## config.mk

```make
export PLATFORM = sky130hd
export DESIGN_NAME = bank_xbar_rtn_queue_flat
export DESIGN_NICKNAME = d
export VERILOG_FILES = /design/src/rtl/bank_pkg.sv /design/src/rtl/bank_xbar_rtn_queue_if.sv /design/src/rtl/bank_xbar_rtn_fifo.sv /design/src/rtl/bank_xbar_rtn_queue.sv /design/src/flat_wrapper.sv
export SDC_FILE = /design/constraint.sdc
export NUM_CORES = 1
export LEC_CHECK = 0
export ABC_AREA = 0
export ABC_CLOCK_PERIOD_IN_PS = 5120
export BUFFER_PORTS_ARGS = -buffer_cell sky130_fd_sc_hd__buf_2
export CAP_MARGIN = 20
export CORE_MARGIN = 3
export CORE_UTILIZATION = 50
export CTS_CLUSTER_DIAMETER = 200
export DETAILED_ROUTE_END_ITERATION = 6
export GPL_TIMING_DRIVEN = 0
export PLACE_DENSITY = 0.73
export SYNTH_ARGS = -nofsm -noshare
export SYNTH_HDL_FRONTEND = slang
export SYNTH_SLANG_ARGS = --single-unit
```

## constraint.sdc

```tcl
create_clock -name clk_i -period 5.12 [get_ports clk_i]
set_input_delay 0.512 -clock clk_i [delete_from_list [all_inputs] [get_ports clk_i]]
set_output_delay 0.512 -clock clk_i [all_outputs]
set_load 0.01 [all_outputs]
```

## src/rtl/bank_pkg.sv

```systemverilog
// Shared defaults, types and helpers for the bank->xbar read-return path.
package bank_pkg;

  localparam int DEF_CH_NUM     = 3;
  localparam int DEF_CH_ID_W    = 2;
  localparam int DEF_ROB_W      = 3;
  localparam int DEF_DATA_W     = 128;
  localparam int DEF_CREDIT_MAX = 4;

  function automatic int credit_width(input int max_credits);
    return $clog2(max_credits + 1);
  endfunction

  localparam int DEF_CREDIT_W = credit_width(DEF_CREDIT_MAX);

  typedef struct packed {
    logic [DEF_ROB_W-1:0]  rob_num;
    logic [DEF_DATA_W-1:0] data;
  } rtn_beat_t;

  typedef enum logic {
    ARB_FREE   = 1'b0,
    ARB_LOCKED = 1'b1
  } arb_state_e;

endpackage

```

## src/rtl/bank_xbar_rtn_queue_if.sv

```systemverilog
// Valid/ready return-beat bus, used both for the SC input side and the merged xbar return side.
interface bank_xbar_rtn_queue_if
  import bank_pkg::*;
#(
  parameter int CH_ID_W = DEF_CH_ID_W,
  parameter int ROB_W   = DEF_ROB_W,
  parameter int DATA_W  = DEF_DATA_W
);

  logic               valid;
  logic               ready;
  logic [CH_ID_W-1:0] channel_id;
  logic [ROB_W-1:0]   rob_num;
  logic [DATA_W-1:0]  data;

  modport master (output valid, channel_id, rob_num, data, input ready);
  modport slave  (input valid, channel_id, rob_num, data, output ready);

endinterface

```

## src/rtl/bank_xbar_rtn_fifo.sv

```systemverilog
// Single-clock FIFO holding return beats for one xbar channel; caller never pushes when full or pops when empty.
module bank_xbar_rtn_fifo
  import bank_pkg::*;
#(
  parameter int DEPTH = 4,
  parameter int WIDTH = DEF_ROB_W + DEF_DATA_W
) (
  input  logic             clk_i,
  input  logic             rst_n_i,
  input  logic             push,
  input  logic [WIDTH-1:0] wdata,
  input  logic             pop,
  output logic [WIDTH-1:0] rdata,
  output logic             full,
  output logic             empty
);

  localparam int AW = $clog2(DEPTH);

  // Pointers carry one extra wrap bit so full and empty are distinguishable.
  logic [AW:0]      wr_ptr;
  logic [AW:0]      rd_ptr;
  logic [WIDTH-1:0] mem [DEPTH];

  always_ff @(posedge clk_i or negedge rst_n_i) begin
    if (!rst_n_i) begin
      wr_ptr <= '0;
      rd_ptr <= '0;
    end else begin
      if (push) wr_ptr <= wr_ptr + (AW+1)'(1);
      if (pop)  rd_ptr <= rd_ptr + (AW+1)'(1);
    end
  end

  always_ff @(posedge clk_i) begin
    if (push) mem[wr_ptr[AW-1:0]] <= wdata;
  end

  assign rdata = mem[rd_ptr[AW-1:0]];
  assign empty = (wr_ptr == rd_ptr);
  assign full  = (wr_ptr[AW-1:0] == rd_ptr[AW-1:0]) && (wr_ptr[AW] != rd_ptr[AW]);

endmodule

```

## src/rtl/bank_xbar_rtn_queue.sv

```systemverilog
// Bank->xbar read-return queue: per-channel FIFOs, credit gating and round-robin merge with grant lock.
// Optional BANK_XBAR_RTN_PERF_EN adds per-channel credit-stall cycle counters.
module bank_xbar_rtn_queue
  import bank_pkg::*;
#(
  parameter int CH_NUM      = DEF_CH_NUM,
  parameter int CH_ID_W     = DEF_CH_ID_W,
  parameter int ROB_W       = DEF_ROB_W,
  parameter int DATA_W      = DEF_DATA_W,
  parameter int DEPTH       = 4,
  parameter int CREDIT_INIT = 2,
  parameter int CREDIT_MAX  = DEF_CREDIT_MAX
) (
  input  logic                  clk_i,
  input  logic                  rst_n_i,
  bank_xbar_rtn_queue_if.slave  sc_xbar,
  bank_xbar_rtn_queue_if.master xbar_rtn,
  input  logic [CH_NUM-1:0]     xbar_credit_rtn_i,
  output logic                  credit_ovf_o
`ifdef BANK_XBAR_RTN_PERF_EN
  ,
  output logic [CH_NUM*16-1:0]  perf_credit_stall_o
`endif
);

  localparam int CRED_W = credit_width(CREDIT_MAX);
  localparam int BEAT_W = ROB_W + DATA_W;

  logic [CH_NUM-1:0]  push, pop, full, empty, eligible;
  logic [BEAT_W-1:0]  head [CH_NUM];
  logic [BEAT_W-1:0]  head_sel;
  logic [CRED_W-1:0]  credit [CH_NUM];
  logic [CH_ID_W-1:0] rr_ptr, lock_idx, arb_idx, sel;
  logic               sc_ready, arb_any, rtn_valid, fire;
  arb_state_e         state_q, state_d;

  // Ready looks only at the addressed FIFO's full flag; unknown channel ids are never accepted.
  always_comb begin
    sc_ready = 1'b0;
    push     = '0;
    for (int c = 0; c < CH_NUM; c++) begin
      if (sc_xbar.channel_id == CH_ID_W'(c)) begin
        sc_ready = !full[c];
        push[c]  = sc_xbar.valid && !full[c];
      end
    end
  end

  assign sc_xbar.ready = sc_ready;

  for (genvar c = 0; c < CH_NUM; c++) begin : g_fifo
    bank_xbar_rtn_fifo #(
      .DEPTH (DEPTH),
      .WIDTH (BEAT_W)
    ) u_fifo (
      .clk_i   (clk_i),
      .rst_n_i (rst_n_i),
      .push    (push[c]),
      .wdata   ({sc_xbar.rob_num, sc_xbar.data}),
      .pop     (pop[c]),
      .rdata   (head[c]),
      .full    (full[c]),
      .empty   (empty[c])
    );
    assign eligible[c] = !empty[c] && (credit[c] != '0);
  end

  always_comb begin
    int idx;
    arb_any = 1'b0;
    arb_idx = '0;
    for (int i = 0; i < CH_NUM; i++) begin
      idx = int'(rr_ptr) + i;
      if (idx >= CH_NUM) idx = idx - CH_NUM;
      for (int c = 0; c < CH_NUM; c++) begin
        if (!arb_any && (c == idx) && eligible[c]) begin
          arb_any = 1'b1;
          arb_idx = CH_ID_W'(c);
        end
      end
    end
  end

  // A locked grant stays put until it fires; its FIFO and credit cannot drain in the meantime.
  assign sel       = (state_q == ARB_LOCKED) ? lock_idx : arb_idx;
  assign rtn_valid = (state_q == ARB_LOCKED) || arb_any;
  assign fire      = rtn_valid && xbar_rtn.ready;

  always_comb begin
    head_sel = '0;
    pop      = '0;
    for (int c = 0; c < CH_NUM; c++) begin
      if (sel == CH_ID_W'(c)) begin
        head_sel = head[c];
        pop[c]   = fire;
      end
    end
  end

  assign xbar_rtn.valid      = rtn_valid;
  assign xbar_rtn.channel_id = rtn_valid ? sel : '0;
  assign {xbar_rtn.rob_num, xbar_rtn.data} = rtn_valid ? head_sel : '0;

  always_ff @(posedge clk_i or negedge rst_n_i) begin
    if (!rst_n_i) state_q <= ARB_FREE;
    else          state_q <= state_d;
  end

  always_comb begin
    state_d = state_q;
    case (state_q)
      ARB_FREE:   if (rtn_valid && !xbar_rtn.ready) state_d = ARB_LOCKED;
      ARB_LOCKED: if (fire) state_d = ARB_FREE;
      default:    state_d = ARB_FREE;
    endcase
  end

  always_ff @(posedge clk_i or negedge rst_n_i) begin
    if (!rst_n_i) begin
      rr_ptr   <= '0;
      lock_idx <= '0;
    end else begin
      if (state_q == ARB_FREE) lock_idx <= arb_idx;
      if (fire) rr_ptr <= (sel == CH_ID_W'(CH_NUM-1)) ? '0 : sel + CH_ID_W'(1);
    end
  end

  // A return and a consume on the same channel in one cycle cancel out.
  always_ff @(posedge clk_i or negedge rst_n_i) begin
    if (!rst_n_i) begin
      for (int c = 0; c < CH_NUM; c++) credit[c] <= CRED_W'(CREDIT_INIT);
      credit_ovf_o <= 1'b0;
    end else begin
      for (int c = 0; c < CH_NUM; c++) begin
        if (pop[c] && !xbar_credit_rtn_i[c]) begin
          credit[c] <= credit[c] - CRED_W'(1);
        end else if (!pop[c] && xbar_credit_rtn_i[c]) begin
          if (credit[c] == CRED_W'(CREDIT_MAX)) credit_ovf_o <= 1'b1;
          else                                  credit[c] <= credit[c] + CRED_W'(1);
        end
      end
    end
  end

`ifdef BANK_XBAR_RTN_PERF_EN
  for (genvar c = 0; c < CH_NUM; c++) begin : g_perf
    logic [15:0] stall_cnt;
    always_ff @(posedge clk_i or negedge rst_n_i) begin
      if (!rst_n_i) begin
        stall_cnt <= '0;
      end else if (!empty[c] && (credit[c] == '0) && (stall_cnt != 16'hFFFF)) begin
        stall_cnt <= stall_cnt + 16'd1;
      end
    end
    assign perf_credit_stall_o[c*16 +: 16] = stall_cnt;
  end
`endif

endmodule

```

## src/flat_wrapper.sv

```systemverilog
// flat-port wrapper written by rule: the top's interface ports become plain ports
module bank_xbar_rtn_queue_flat import bank_pkg::*;
#(
  parameter int CH_NUM      = DEF_CH_NUM,
  parameter int CH_ID_W     = DEF_CH_ID_W,
  parameter int ROB_W       = DEF_ROB_W,
  parameter int DATA_W      = DEF_DATA_W,
  parameter int DEPTH       = 4,
  parameter int CREDIT_INIT = 2,
  parameter int CREDIT_MAX  = DEF_CREDIT_MAX
)
  (clk_i, rst_n_i, xbar_credit_rtn_i, credit_ovf_o, sc_xbar_valid, sc_xbar_channel_id, sc_xbar_rob_num, sc_xbar_data, sc_xbar_ready, xbar_rtn_valid, xbar_rtn_channel_id, xbar_rtn_rob_num, xbar_rtn_data, xbar_rtn_ready);
  bank_xbar_rtn_queue_if #(.CH_ID_W(CH_ID_W), .ROB_W(ROB_W), .DATA_W(DATA_W)) sc_xbar_i ();
  bank_xbar_rtn_queue_if #(.CH_ID_W(CH_ID_W), .ROB_W(ROB_W), .DATA_W(DATA_W)) xbar_rtn_i ();
  input  logic clk_i;
  input  logic rst_n_i;
  input  logic [CH_NUM-1:0] xbar_credit_rtn_i;
  output logic credit_ovf_o;
  input wire logic [$bits(sc_xbar_i.valid)-1:0] sc_xbar_valid;
  input wire logic [$bits(sc_xbar_i.channel_id)-1:0] sc_xbar_channel_id;
  input wire logic [$bits(sc_xbar_i.rob_num)-1:0] sc_xbar_rob_num;
  input wire logic [$bits(sc_xbar_i.data)-1:0] sc_xbar_data;
  output wire logic [$bits(sc_xbar_i.ready)-1:0] sc_xbar_ready;
  output wire logic [$bits(xbar_rtn_i.valid)-1:0] xbar_rtn_valid;
  output wire logic [$bits(xbar_rtn_i.channel_id)-1:0] xbar_rtn_channel_id;
  output wire logic [$bits(xbar_rtn_i.rob_num)-1:0] xbar_rtn_rob_num;
  output wire logic [$bits(xbar_rtn_i.data)-1:0] xbar_rtn_data;
  input wire logic [$bits(xbar_rtn_i.ready)-1:0] xbar_rtn_ready;
  assign sc_xbar_i.valid = sc_xbar_valid;
  assign sc_xbar_i.channel_id = sc_xbar_channel_id;
  assign sc_xbar_i.rob_num = sc_xbar_rob_num;
  assign sc_xbar_i.data = sc_xbar_data;
  assign sc_xbar_ready = sc_xbar_i.ready;
  assign xbar_rtn_valid = xbar_rtn_i.valid;
  assign xbar_rtn_channel_id = xbar_rtn_i.channel_id;
  assign xbar_rtn_rob_num = xbar_rtn_i.rob_num;
  assign xbar_rtn_data = xbar_rtn_i.data;
  assign xbar_rtn_i.ready = xbar_rtn_ready;
  bank_xbar_rtn_queue #(.CH_NUM(CH_NUM), .CH_ID_W(CH_ID_W), .ROB_W(ROB_W), .DATA_W(DATA_W), .DEPTH(DEPTH), .CREDIT_INIT(CREDIT_INIT), .CREDIT_MAX(CREDIT_MAX)) u_core (.clk_i(clk_i), .rst_n_i(rst_n_i), .sc_xbar(sc_xbar_i), .xbar_rtn(xbar_rtn_i), .xbar_credit_rtn_i(xbar_credit_rtn_i), .credit_ovf_o(credit_ovf_o));
endmodule
```

# [Yosys cells after proc, flatten, opt, wreduce, memory -nomap -nowiden]
# Memory sizes are Yosys's and may differ from the RTL's.
# Index checks and enable logic that the tools add are counted.
[classes] n_addsub=18 magnitude_cmp=3 n_eq_ne=25 n_mux=63 n_bitwise=1 n_reduce_logical=70
[ops] operator="131-bit two-way mux" count=4
[ops] operator="2-bit by 32-bit == test with 1-bit output, first input constant" count=3
[ops] operator="3-bit by 32-bit == test with 1-bit output, first input constant" count=3
[ops] operator="32-bit zero test" count=3
[ops] operator="32-bit two-way mux" count=3
[ops] operator="32-bit by 3-bit greater-or-equal comparator with 1-bit output, second input constant" count=2
[ops] operator="32-bit by 3-bit subtractor with 32-bit output, second input constant" count=2
[ops] operator="1-bit two-way mux" count=36
[ops] operator="1-bit logical AND" count=34
[ops] operator="3-bit by 1-bit adder with 3-bit output, second input constant" count=9
[ops] operator="3-bit two-way mux" count=9
[ops] operator="1-bit zero test" count=21
[ops] operator="2-bit two-way mux" count=10
[ops] operator="3-bit == test" count=3
[ops] operator="3-bit == test, second input constant" count=3
[ops] operator="3-bit nonzero test" count=3
[ops] operator="3-bit by 1-bit subtractor with 3-bit output, second input constant" count=3
[ops] operator="2-bit == test" count=3
[ops] operator="2-bit by 1-bit != test with 1-bit output, second input constant" count=3
[ops] operator="2-bit AND reduction" count=3
[ops] operator="2-bit nonzero test" count=3
[ops] operator="2-bit by 1-bit == test with 1-bit output, second input constant" count=2
[ops] operator="2-bit == test, second input constant" count=2
[ops] operator="2-bit zero test" count=2
[ops] operator="other kinds (9)" count=11
[totals] reg_bits=33 ramBits=1572 elab_cells=196 n_memories=3
[mem_list] name="u_core.g_fifo[0].u_fifo.mem" depth=4 width=131 rd=1 rd_clocked_by_memory_dff=0 write_ports=1 line="bank_xbar_rtn_fifo.sv:23" rtl="logic [WIDTH-1:0] mem [DEPTH];"
[mem_list] name="u_core.g_fifo[1].u_fifo.mem" depth=4 width=131 rd=1 rd_clocked_by_memory_dff=0 write_ports=1 line="bank_xbar_rtn_fifo.sv:23"
[mem_list] name="u_core.g_fifo[2].u_fifo.mem" depth=4 width=131 rd=1 rd_clocked_by_memory_dff=0 write_ports=1 line="bank_xbar_rtn_fifo.sv:23"

# [Logic depth before layout (Yosys ltp)]
# Gate-level depths: netlist (run 1).
[logic_depth] ltp_word=50 depth_mapped=16 ltp_nobuf=15

# [By module]
# Synthesis (run 1) repeated with hierarchy kept, for this count alone.
[hier_totals] hier_cells=2584 hier_area_um2=62316.0
[modules_own_cells] mod="bank_xbar_rtn_fifo" n_inst=3 cells_each=715 area_per_inst_um2=19230.9 seq_area_each_um2=15885.2
[modules_own_cells] mod="bank_xbar_rtn_queue" n_inst=1 cells_each=439 area_per_inst_um2=4623.2 seq_area_each_um2=379.1

# [Worst setup path before layout (run 1)]
# No wires, ideal clock.
[synth_timing] kind="register to register" from="register u_core.g_fifo[0].u_fifo.rd_ptr[0]" to="memory u_core.g_fifo[0].u_fifo.mem[3][0] in the netlist's numbering, enable pin" arrival_ps=4535 required_time_ps=4613 setup_slack_ps=78 stages_incl_launch_ff=7 path_buffers=1 synth_period_minus_slack_ps=5042 path_cell_list="dfrtp_1 buf_2 xnor2_2 nand2_1 nor2_1 nor4b_1 and2_1"
[synth_via] elab_chain_len=7
[synth_lines] element="start: declaration" line="bank_xbar_rtn_fifo.sv:22" rtl="logic [AW:0] rd_ptr;"
[synth_lines] element="start signal: assignment" line="bank_xbar_rtn_fifo.sv:31" rtl="if (pop) rd_ptr <= rd_ptr + (AW+1)'(1);"
[synth_lines] element="2-bit == test" line="bank_xbar_rtn_fifo.sv:41" rtl="assign full = (wr_ptr[AW-1:0] == rd_ptr[AW-1:0]) && (wr_ptr[AW] != rd_ptr[AW]);"
[synth_lines] element="1-bit logical AND" line="bank_xbar_rtn_fifo.sv:41"
[synth_lines] element="1-bit zero test" line="bank_xbar_rtn_queue.sv:44" rtl="push[c] = sc_xbar.valid && !full[c];"
[synth_lines] element="1-bit logical AND" line="bank_xbar_rtn_queue.sv:44"
[synth_lines] element="1-bit two-way mux" line="bank_xbar_rtn_queue.sv:42" rtl="if (sc_xbar.channel_id == CH_ID_W'(c)) begin"
[synth_lines] element="1-bit two-way mux" line="bank_xbar_rtn_fifo.sv:36" rtl="if (push) mem[wr_ptr[AW-1:0]] <= wdata;"
[synth_lines] element="1-bit two-way mux (not written as such)" line="bank_xbar_rtn_fifo.sv:36"
[synth_lines] element="end: declaration" line="bank_xbar_rtn_fifo.sv:23"
# Every way passes these cells.

# [Final worst setup path (run 1)]
[layout_timing] from="register u_core.g_fifo[2].u_fifo.rd_ptr[1]" to="output xbar_rtn_data[70]"
[layout_via] elab_chain_len=35 elab_cells_between_ends=46
[layout_lines] element="start: declaration" line="bank_xbar_rtn_fifo.sv:22"
[layout_lines] element="start signal: assignment" line="bank_xbar_rtn_fifo.sv:31"
[layout_lines] element="3-bit == test" line="bank_xbar_rtn_fifo.sv:40" rtl="assign empty = (wr_ptr == rd_ptr);"
[layout_lines] element="1-bit zero test" line="bank_xbar_rtn_queue.sv:65" rtl="assign eligible[c] = !empty[c] && (credit[c] != '0);"
[layout_lines] element="1-bit logical AND" line="bank_xbar_rtn_queue.sv:65"
[layout_lines] element="1-bit logical AND" line="bank_xbar_rtn_queue.sv:76" rtl="if (!arb_any && (c == idx) && eligible[c]) begin"
[layout_lines] element="1-bit two-way mux" line="bank_xbar_rtn_queue.sv:76"
[layout_lines] element="1-bit zero test" line="bank_xbar_rtn_queue.sv:76"
[layout_lines] element="1-bit logical AND (2 in a row)" line="bank_xbar_rtn_queue.sv:76"
[layout_lines] element="1-bit two-way mux" line="bank_xbar_rtn_queue.sv:76"
[layout_lines] element="[... 15 more ...]"
[layout_lines] element="1-bit two-way mux" line="bank_xbar_rtn_queue.sv:76"
[layout_lines] element="1-bit zero test" line="bank_xbar_rtn_queue.sv:76"
[layout_lines] element="1-bit logical AND (2 in a row)" line="bank_xbar_rtn_queue.sv:76"
[layout_lines] element="2-bit two-way mux" line="bank_xbar_rtn_queue.sv:76"
[layout_lines] element="2-bit two-way mux" line="bank_xbar_rtn_queue.sv:85" rtl="assign sel = (state_q == ARB_LOCKED) ? lock_idx : arb_idx;"
[layout_lines] element="2-bit zero test" line="bank_xbar_rtn_queue.sv:93" rtl="if (sel == CH_ID_W'(c)) begin"
[layout_lines] element="131-bit two-way mux (3 in a row)" line="bank_xbar_rtn_queue.sv:93"
[layout_lines] element="131-bit two-way mux *" line="bank_xbar_rtn_queue.sv:102" rtl="assign {xbar_rtn.rob_num, xbar_rtn.data} = rtn_valid ? head_sel : '0;"
[layout_lines] element="end: declaration" line="flat_wrapper.sv:27" rtl="output wire logic [$bits(xbar_rtn_i.data)-1:0] xbar_rtn_data;"
# Every way passes the cells marked *; elsewhere a longest branch is shown, timed or not.

==> results of run 1 <==
how the worst min path moves through the flow:
stage / from / end / slack, ns / cells past startpoint
after floorplan: rst_n_i / async pin / 0.22 / 0
after global placement: u_core.g_fifo[1].u_fifo.wr_ptr[2] / u_core.g_fifo[1].u_fifo.wr_ptr[2] / 0.47 / 1
after detailed placement: u_core.g_fifo[2].u_fifo.wr_ptr[2] / u_core.g_fifo[2].u_fifo.wr_ptr[2] / 0.48 / 1
after CTS: sc_xbar_data[56] / u_core.g_fifo[1].u_fifo.mem[2][56] / 0.01 / 1
after global routing: sc_xbar_data[55] / u_core.g_fifo[0].u_fifo.mem[1][55] / 0.05 / 1
final: sc_xbar_data[65] / u_core.g_fifo[1].u_fifo.mem[3][65] / 0.07 / 1
synth_stat cells, drive strengths merged (4+ instances only):
library cell and count:
xor2 7, mux2i 131, clkbuf 93, nand4 5
a31oi 7, nand3 134, ha 24, and3 4
and2 12, dfrtp 30, xnor2 15, nor3 6
mux2 5, o21ai 143, edfxtp 1572, nand2 12
mux4 393, nor2 12, buf 58, inv 35
a21oi 9
stage by stage:
stage                     setup TNS, ns  util, %  std cells
final                                 0     58.4       4999
after global routing                  0     58.3       4979
after CTS                             0     58.1       4956
after detailed placement              0     54.0       4669
after global placement         -5706.01     53.3       4634
after floorplan                       0        -       2734
flip-flops by register name, indices dropped and copies added, names as in the netlist, named ones only:
register and cells:
u_core.g_fifo.u_fifo.mem 1572, u_core.lock_idx 2, u_core.g_fifo.u_fifo.wr_ptr 9, u_core.rr_ptr 2
u_core.g_fifo.u_fifo.rd_ptr 9, u_core.credit_ovf_o 1, u_core.credit 9
layer usage:
metal / up-vias / routed length, microns
met1: 16000 / 57700
li1: 12500 / -
met4: 24 / 3530
met5: - / 162
met2: 1538 / 71600
met3: 253 / 14200
layout make-up:
type	instances	area [sq um]	area share, %
flip-flops and latches	1605	48000	67.4
multi-input cells	943	12800	18.0
clock buffers	202	4200	5.90
repair buffers	330	2560	3.59
well taps	1625	2030	2.85
clock inverters	83	743	1.04
plain buffers	151	693	0.973
inverters	35	131	0.184
diodes	25	62.6	0.0878
what timing repair did:
item,4_1_cts,5_1_grt
endpoints found under the setup margin,0,0
hold buffers,2,0
endpoints found under the hold margin,31,0
logic make-up after synthesis:
| logic type | count (synthesis) | synth area share [%] |
|---|---|---|
| buffers and inverters | 186 | 1.34 |
| AO/OA/AOI/OAI | 177 | 1.61 |
| adder cells (fa/ha/maj) | 27 | 0.585 |
| XOR/XNOR | 22 | 0.386 |
| flip-flops | 1605 | 78.0 |
| multiplexers | 529 | 16.6 |
| AND/OR/NAND/NOR | 188 | 1.53 |
power breakdown:
part | total, mW | switching [mW] | internal [mW] | leakage [nW]
logic | 16.4 | 9.99 | 6.41 | 6.01
clock network | 11.1 | 4.82 | 6.33 | 2.40
registers | 15.7 | 0.277 | 15.4 | 14.6
==> impl_metrics.env, run 1 <==
export IMPL_synthesis_area_sq_mm=0.0616
export IMPL_ir_drop_uv=511
export IMPL_cp_max_fo=10
export IMPL_dpl_hpwl_microns=84400
export IMPL_use_met1_pct=32.4
export IMPL_hold_viol_final=0
export IMPL_dp_slack_ns=0.999
export IMPL_top_usage_layer="met2"
export IMPL_fp_dieH_microns=357
export IMPL_p_per_area_mw_per_mm2=607
export IMPL_final_area_sq_mm=0.0712
export IMPL_grt_max_degree=49
export IMPL_postCtsSetupRepairBufs=0
export IMPL_synth_cells=2734
export IMPL_power_total_mw=43.2
export IMPL_ys_types=49
export IMPL_p_leak_nw=23.0
export IMPL_die_w_microns=357
export IMPL_numCtsBuffers=158
export IMPL_wl_per_cell_microns=29.5
export IMPL_insertion_delay_ns=0.78
export IMPL_wirelength_microns=147000
export IMPL_grt_util_all_layers_pct=23.3
export IMPL_ant_nets=0
export IMPL_ff2ff_setup_slack_ns=1.44
export IMPL_yosysSeqAreaShare_pct=78.0
export IMPL_reg2reg_from="u_core.g_fifo[2].u_fifo.rd_ptr[1]"
export IMPL_h_tree_depth=4
export IMPL_antenna_found_initial=38
export IMPL_start_util_pct=50.5
export IMPL_async_flop_share_pct=2.06
export IMPL_grt_pass1_wl_microns=213000
export IMPL_grt_pass1_vias=30900
export IMPL_setup_violations=0
export IMPL_dpl_cell_area_sq_mm=0.0660
export IMPL_ys_ff_latch=1605
export IMPL_rsz0062_at_grt="false"
export IMPL_num_io_pins=276
export IMPL_core_area_sq_mm=0.122
export IMPL_critPathLaunch="u_core.g_fifo[2].u_fifo.rd_ptr[1]"
export IMPL_reg2regPathDepth=15
export IMPL_cts_tree="built"
export IMPL_drtIter0Drc=4069
export IMPL_netlist_top_cells_area="edfxtp_1 77%, mux4_2 14%, mux2i_1 2.1%, dfrtp_1 1.2%, nand3_1 1.1%"
export IMPL_cp_data_required_time_ns=4.61
export IMPL_vias=30300
export IMPL_n_fill_cell=8631
export IMPL_whs_ns=0.0654
export IMPL_synth_yosys_warnings=0
export IMPL_drtPass1Iterations=5
export IMPL_yosysTopAreaCell="edfxtp_1"
export IMPL_avgViaCountPerCell=6.07
export IMPL_cts_root_buffer="clkbuf_16"
export IMPL_worstMarginPinSlew_ns=1.16
export IMPL_clkSinkCount=1605
export IMPL_drive_gt1_share_pct=30.3
export IMPL_mostFrequentLayoutCell="edfxtp_1"
export IMPL_outcome="finished, final reports clean"
export IMPL_drc=0
export IMPL_gp_congestion=0.736
export IMPL_cp_depth=11
export IMPL_fmax_mhz=202
export IMPL_final_cell_mix="1,572 x edfxtp_1, 393 x mux4_2, 305 x buf_2"
export IMPL_syn_avg_cell_area_sq_um=22.5
export IMPL_use_met2_pct=37.0
export IMPL_synth_enable_flop_cells=1572
export IMPL_drv_cap=0
export IMPL_crit_path_end="xbar_rtn_data[70]"
export IMPL_path_common_cell="buf_2"
export IMPL_drv_slew=0
export IMPL_cp_slowest_cell="buf_2"
export IMPL_critPathBufInv=5
export IMPL_r2r_end="u_core.credit[5]"
export IMPL_gr_total_overflow=0
export IMPL_yosys_most_used_dff="edfxtp_1"
export IMPL_synth_top_area_share_pct=76.6
export IMPL_nets=3391
export IMPL_cp_arrival_ns=4.43
export IMPL_max_slew_margin_pct=22.5
export IMPL_cts_clk_slew_worst_paths_ns=0.06
export IMPL_hold_path_class="primary input to flip-flop"
export IMPL_areaGrowthSynthToFinish_pct=15.6
export IMPL_ctsResizeCount=0
export IMPL_port_buffers=275
export IMPL_fin_crit_ns=4.94
export IMPL_clock_path_buffers=3
export IMPL_dieArea_sq_mm=0.127
export IMPL_path_class="flip-flop to output port"
export IMPL_cp_top_family="buffers and inverters"
export IMPL_use_met3_pct=5.94
export IMPL_fin_ws_ns=0.178
export IMPL_max_stage_delay_ns=0.60
export IMPL_syn_nets=2901
export IMPL_start_kind="flip-flop"
export IMPL_clock_skew_ns=0.0268
export IMPL_crit_chain="buf_2 -> xnor2_2 -> a31oi_4 -> a21oi_1 -> a32oi_2 -> inv_2 -> buf_2 -> clkbuf_1 -> nand3_1 -> o21ai_1 -> buf_2"
export IMPL_rows=128
export IMPL_fin_crit_sh_pct=96.5
export IMPL_cp_end_kind="output port"
Note: power is estimated with default switching activity, not from simulation.
==> run 2: changes to the inputs <==
--- a/config.mk
+++ b/config.mk
@@ -6,15 +6,17 @@
 export NUM_CORES = 1
 export LEC_CHECK = 0
 export ABC_AREA = 0
-export ABC_CLOCK_PERIOD_IN_PS = 5120
+export ABC_CLOCK_PERIOD_IN_PS = 4150
 export BUFFER_PORTS_ARGS = -buffer_cell sky130_fd_sc_hd__buf_2
 export CAP_MARGIN = 20
+export CELL_PAD_IN_SITES_DETAIL_PLACEMENT = 0
+export CELL_PAD_IN_SITES_GLOBAL_PLACEMENT = 1
 export CORE_MARGIN = 3
-export CORE_UTILIZATION = 50
+export CORE_UTILIZATION = 49
 export CTS_CLUSTER_DIAMETER = 200
 export DETAILED_ROUTE_END_ITERATION = 6
 export GPL_TIMING_DRIVEN = 0
-export PLACE_DENSITY = 0.73
+export PLACE_DENSITY = 0.78
 export SYNTH_ARGS = -nofsm -noshare
 export SYNTH_HDL_FRONTEND = slang
 export SYNTH_SLANG_ARGS = --single-unit
==> constraint.sdc (replaced) <==
create_clock -name clk_i -period 4.15 [get_ports clk_i]
set_input_delay 0.415 -clock clk_i [delete_from_list [all_inputs] [get_ports clk_i]]
set_output_delay 0.415 -clock clk_i [all_outputs]
set_load 0.01 [all_outputs]
==> impl_metrics.env, run 2 (synthesis results as in run 1) <==
export IMPL_pwr_share_clk_pct=25.9
export IMPL_reg2regPathDepth=15
export IMPL_r2r_end="u_core.credit[2]"
export IMPL_fin_ws_ns=0.0767
export IMPL_drive_gt1_share_pct=31.1
export IMPL_finalSetupTns_ns=0
export IMPL_reg2reg_from="u_core.g_fifo[1].u_fifo.rd_ptr[1]"
export IMPL_cts_tree="built"
export IMPL_rows=129
export IMPL_critPathLaunch="u_core.g_fifo[1].u_fifo.rd_ptr[1]"
export IMPL_drtIter0Drc=3560
export IMPL_cp_top_family="compound AO/OA/AOI/OAI gates"
export IMPL_crit_chain="buf_4 -> xnor2_2 -> a31oi_4 -> o31ai_1 -> o21ai_4 -> clkinv_4 -> buf_4 -> mux2i_1 -> o21ai_0 -> buf_2"
export IMPL_outcome="finished, final reports clean"
export IMPL_drv_cap=0
export IMPL_start_kind="flip-flop"
export IMPL_largest_reg_flops=1572
export IMPL_p_seq_share_pct=35.6
export IMPL_insertion_delay_ns=0.77
export IMPL_clkSinkCount=1605
export IMPL_path_class="flip-flop to output port"
export IMPL_power_total_mw=54.4
export IMPL_start_util_pct=49.6
export IMPL_cp_data_required_time_ns=3.73
export IMPL_max_slew_margin_pct=29.6
export IMPL_drtPass1Iterations=5
export IMPL_fin_crit_sh_pct=98.2
export IMPL_clock_path_buffers=3
export IMPL_combPwrFrac_pct=38.5
export IMPL_min_from="sc_xbar_channel_id[0]"
export IMPL_holdPathEnd="u_core.g_fifo[0].u_fifo.wr_ptr[0]"
export IMPL_n_fill_cell=8759
export IMPL_ir_drop_uv=549
export IMPL_p_per_area_mw_per_mm2=744
export IMPL_final_cell_mix="1,572 x edfxtp_1, 393 x mux4_2, 288 x buf_2"
export IMPL_mostFrequentLayoutCell="edfxtp_1"
export IMPL_clock_skew_ns=0.0285
export IMPL_dieArea_sq_mm=0.130
export IMPL_numCtsBuffers=159
export IMPL_dpl_hpwl_microns=87900
export IMPL_dpl_cell_area_sq_mm=0.0661
export IMPL_cp_arrival_ns=3.66
export IMPL_rsz0062_at_grt="true"
export IMPL_hold_viol_final=0
export IMPL_worstMarginPinSlew_ns=1.06
export IMPL_gp_congestion=0.790
export IMPL_drv_slew=0
export IMPL_final_area_sq_mm=0.0731
export IMPL_nets=3523
export IMPL_fmax_mhz=246
export IMPL_cp_end_kind="output port"
export IMPL_cts_clk_slew_worst_paths_ns=0.06
export IMPL_fin_crit_ns=4.07
export IMPL_num_io_pins=276
export IMPL_wl_per_cell_microns=29.0
export IMPL_grt_pass1_vias=31600
export IMPL_ff2ff_setup_slack_ns=0.40
export IMPL_gr_total_overflow=0
export IMPL_grt_max_degree=44
export IMPL_p_sw_share_pct=34.8
export IMPL_die_w_microns=361
export IMPL_setup_violations=0
export IMPL_instances_no_fill=5133
export IMPL_whs_path_depth=3
export IMPL_grt_pass1_wl_microns=215000
export IMPL_switching_power_mw=18.9
export IMPL_ant_nets=0
export IMPL_cts_root_buffer="clkbuf_16"
export IMPL_cp_slowest_cell="o31ai_1"
export IMPL_avgViaCountPerCell=5.98
export IMPL_hold_path_class="primary input to flip-flop"
export IMPL_vias=30700
export IMPL_grt_util_all_layers_pct=22.9
export IMPL_dp_slack_ns=0.0338
export IMPL_areaGrowthSynthToFinish_pct=18.6
export IMPL_p_leak_nw=23.8
export IMPL_core_area_sq_mm=0.124
export IMPL_wirelength_microns=149000
export IMPL_critPathBufInv=4
export IMPL_h_tree_depth=4
export IMPL_path_common_cell="buf_4"
export IMPL_max_stage_delay_ns=0.43
export IMPL_p_int_mw=35.5
export IMPL_cp_max_fo=10
export IMPL_drc=0
export IMPL_fp_dieH_microns=361
export IMPL_antenna_found_initial=13
export IMPL_post_place_cells=4684
export IMPL_port_buffers=275
==> run 2: changes by cell type in the layout (fill, tap and decap cells not counted), sizes merged <==
cell,previous run,this run
clkbuf,295,294
inv,46,43
clkdlybuf4s15,0,7
clkinv,56,72
buf,386,370
dlygate4sd3,2,133
diode,25,8
clkinvlp,6,5
bufinv,10,16
==> run 2: per-layer routing <==
layer / track usage, % / share of wire (%) / vias to the layer above
li1: - / - / 12800
met1: 31.0 / 39 / 16200
met2: 38.0 / 50 / 1433
met3: 4.89 / 8.4 / 242
met4: 6.52 / 2.3 / 10
met5: 0 / 0.042 / -
==> run 2: power groups by stage <==
| stage | Combinational, mW | Clock (mW) | Sequential (mW) |
|---|---|---|---|
| 5_1_grt | 22.3 | 15.1 | 19.4 |
| 3_5_place_dp | 20.2 | 0 | 19.7 |
| 6_report | 20.9 | 14.1 | 19.3 |
| 4_1_cts | 20.9 | 14.3 | 19.3 |
| 3_3_place_gp | 19.7 | 0 | 19.7 |
| 2_1_floorplan | 11.9 | 0 | 19.6 |
==> run 2: what timing repair did <==
action                                   CTS  global route
cloned                                     1             2
hold endpoints to repair                1605             0
resized for setup                         89            52
endpoints found under the setup margin   122           101
buffers inserted                           1             4
hold buffers                             133             0
pin swaps                                  0             3
==> run 2: tightest hold or removal path, cell delays in order <==
cell,delay [ns]
buf_2,0.11
nor4b_1,0.09
xnor2_1,0.14
==> run 2: worst max path at each step <==
stage,to,cells past startpoint
2_1_floorplan,u_core.g_fifo[0].u_fifo.mem[3][0],6
3_3_place_gp,u_core.g_fifo[0].u_fifo.mem[3][69],6
3_5_place_dp,xbar_rtn_data[100],11
4_1_cts,xbar_rtn_data[70],7
5_1_grt,xbar_rtn_data[78],7
6_report,xbar_rtn_data[2],10
==> run 2: cell type report <==
type,count,area [sq um],area share [%]
flip-flops and latches,1605,48000,65.7
multi-input cells,943,12900,17.7
clock buffers,193,4150,5.68
well taps,1637,2050,2.80
plain buffers,151,900,1.23
clock inverters,100,995,1.36
inverters,35,141,0.193
repair buffers,460,3860,5.28
diodes,8,20.0,0.0274
repair inverters,1,5.00,0.00685
==> run 2: through the flow <==
| stage | util (%) | hold WS [ns] |
|---|---|---|
| 2_1_floorplan | - | 0.119 |
| 3_3_place_gp | 52.3 | 0.476 |
| 3_5_place_dp | 53.2 | 0.480 |
| 4_1_cts | 58.6 | 0.0149 |
| 5_1_grt | 58.8 | 0.0373 |
| 6_report | 58.8 | 0.0419 |
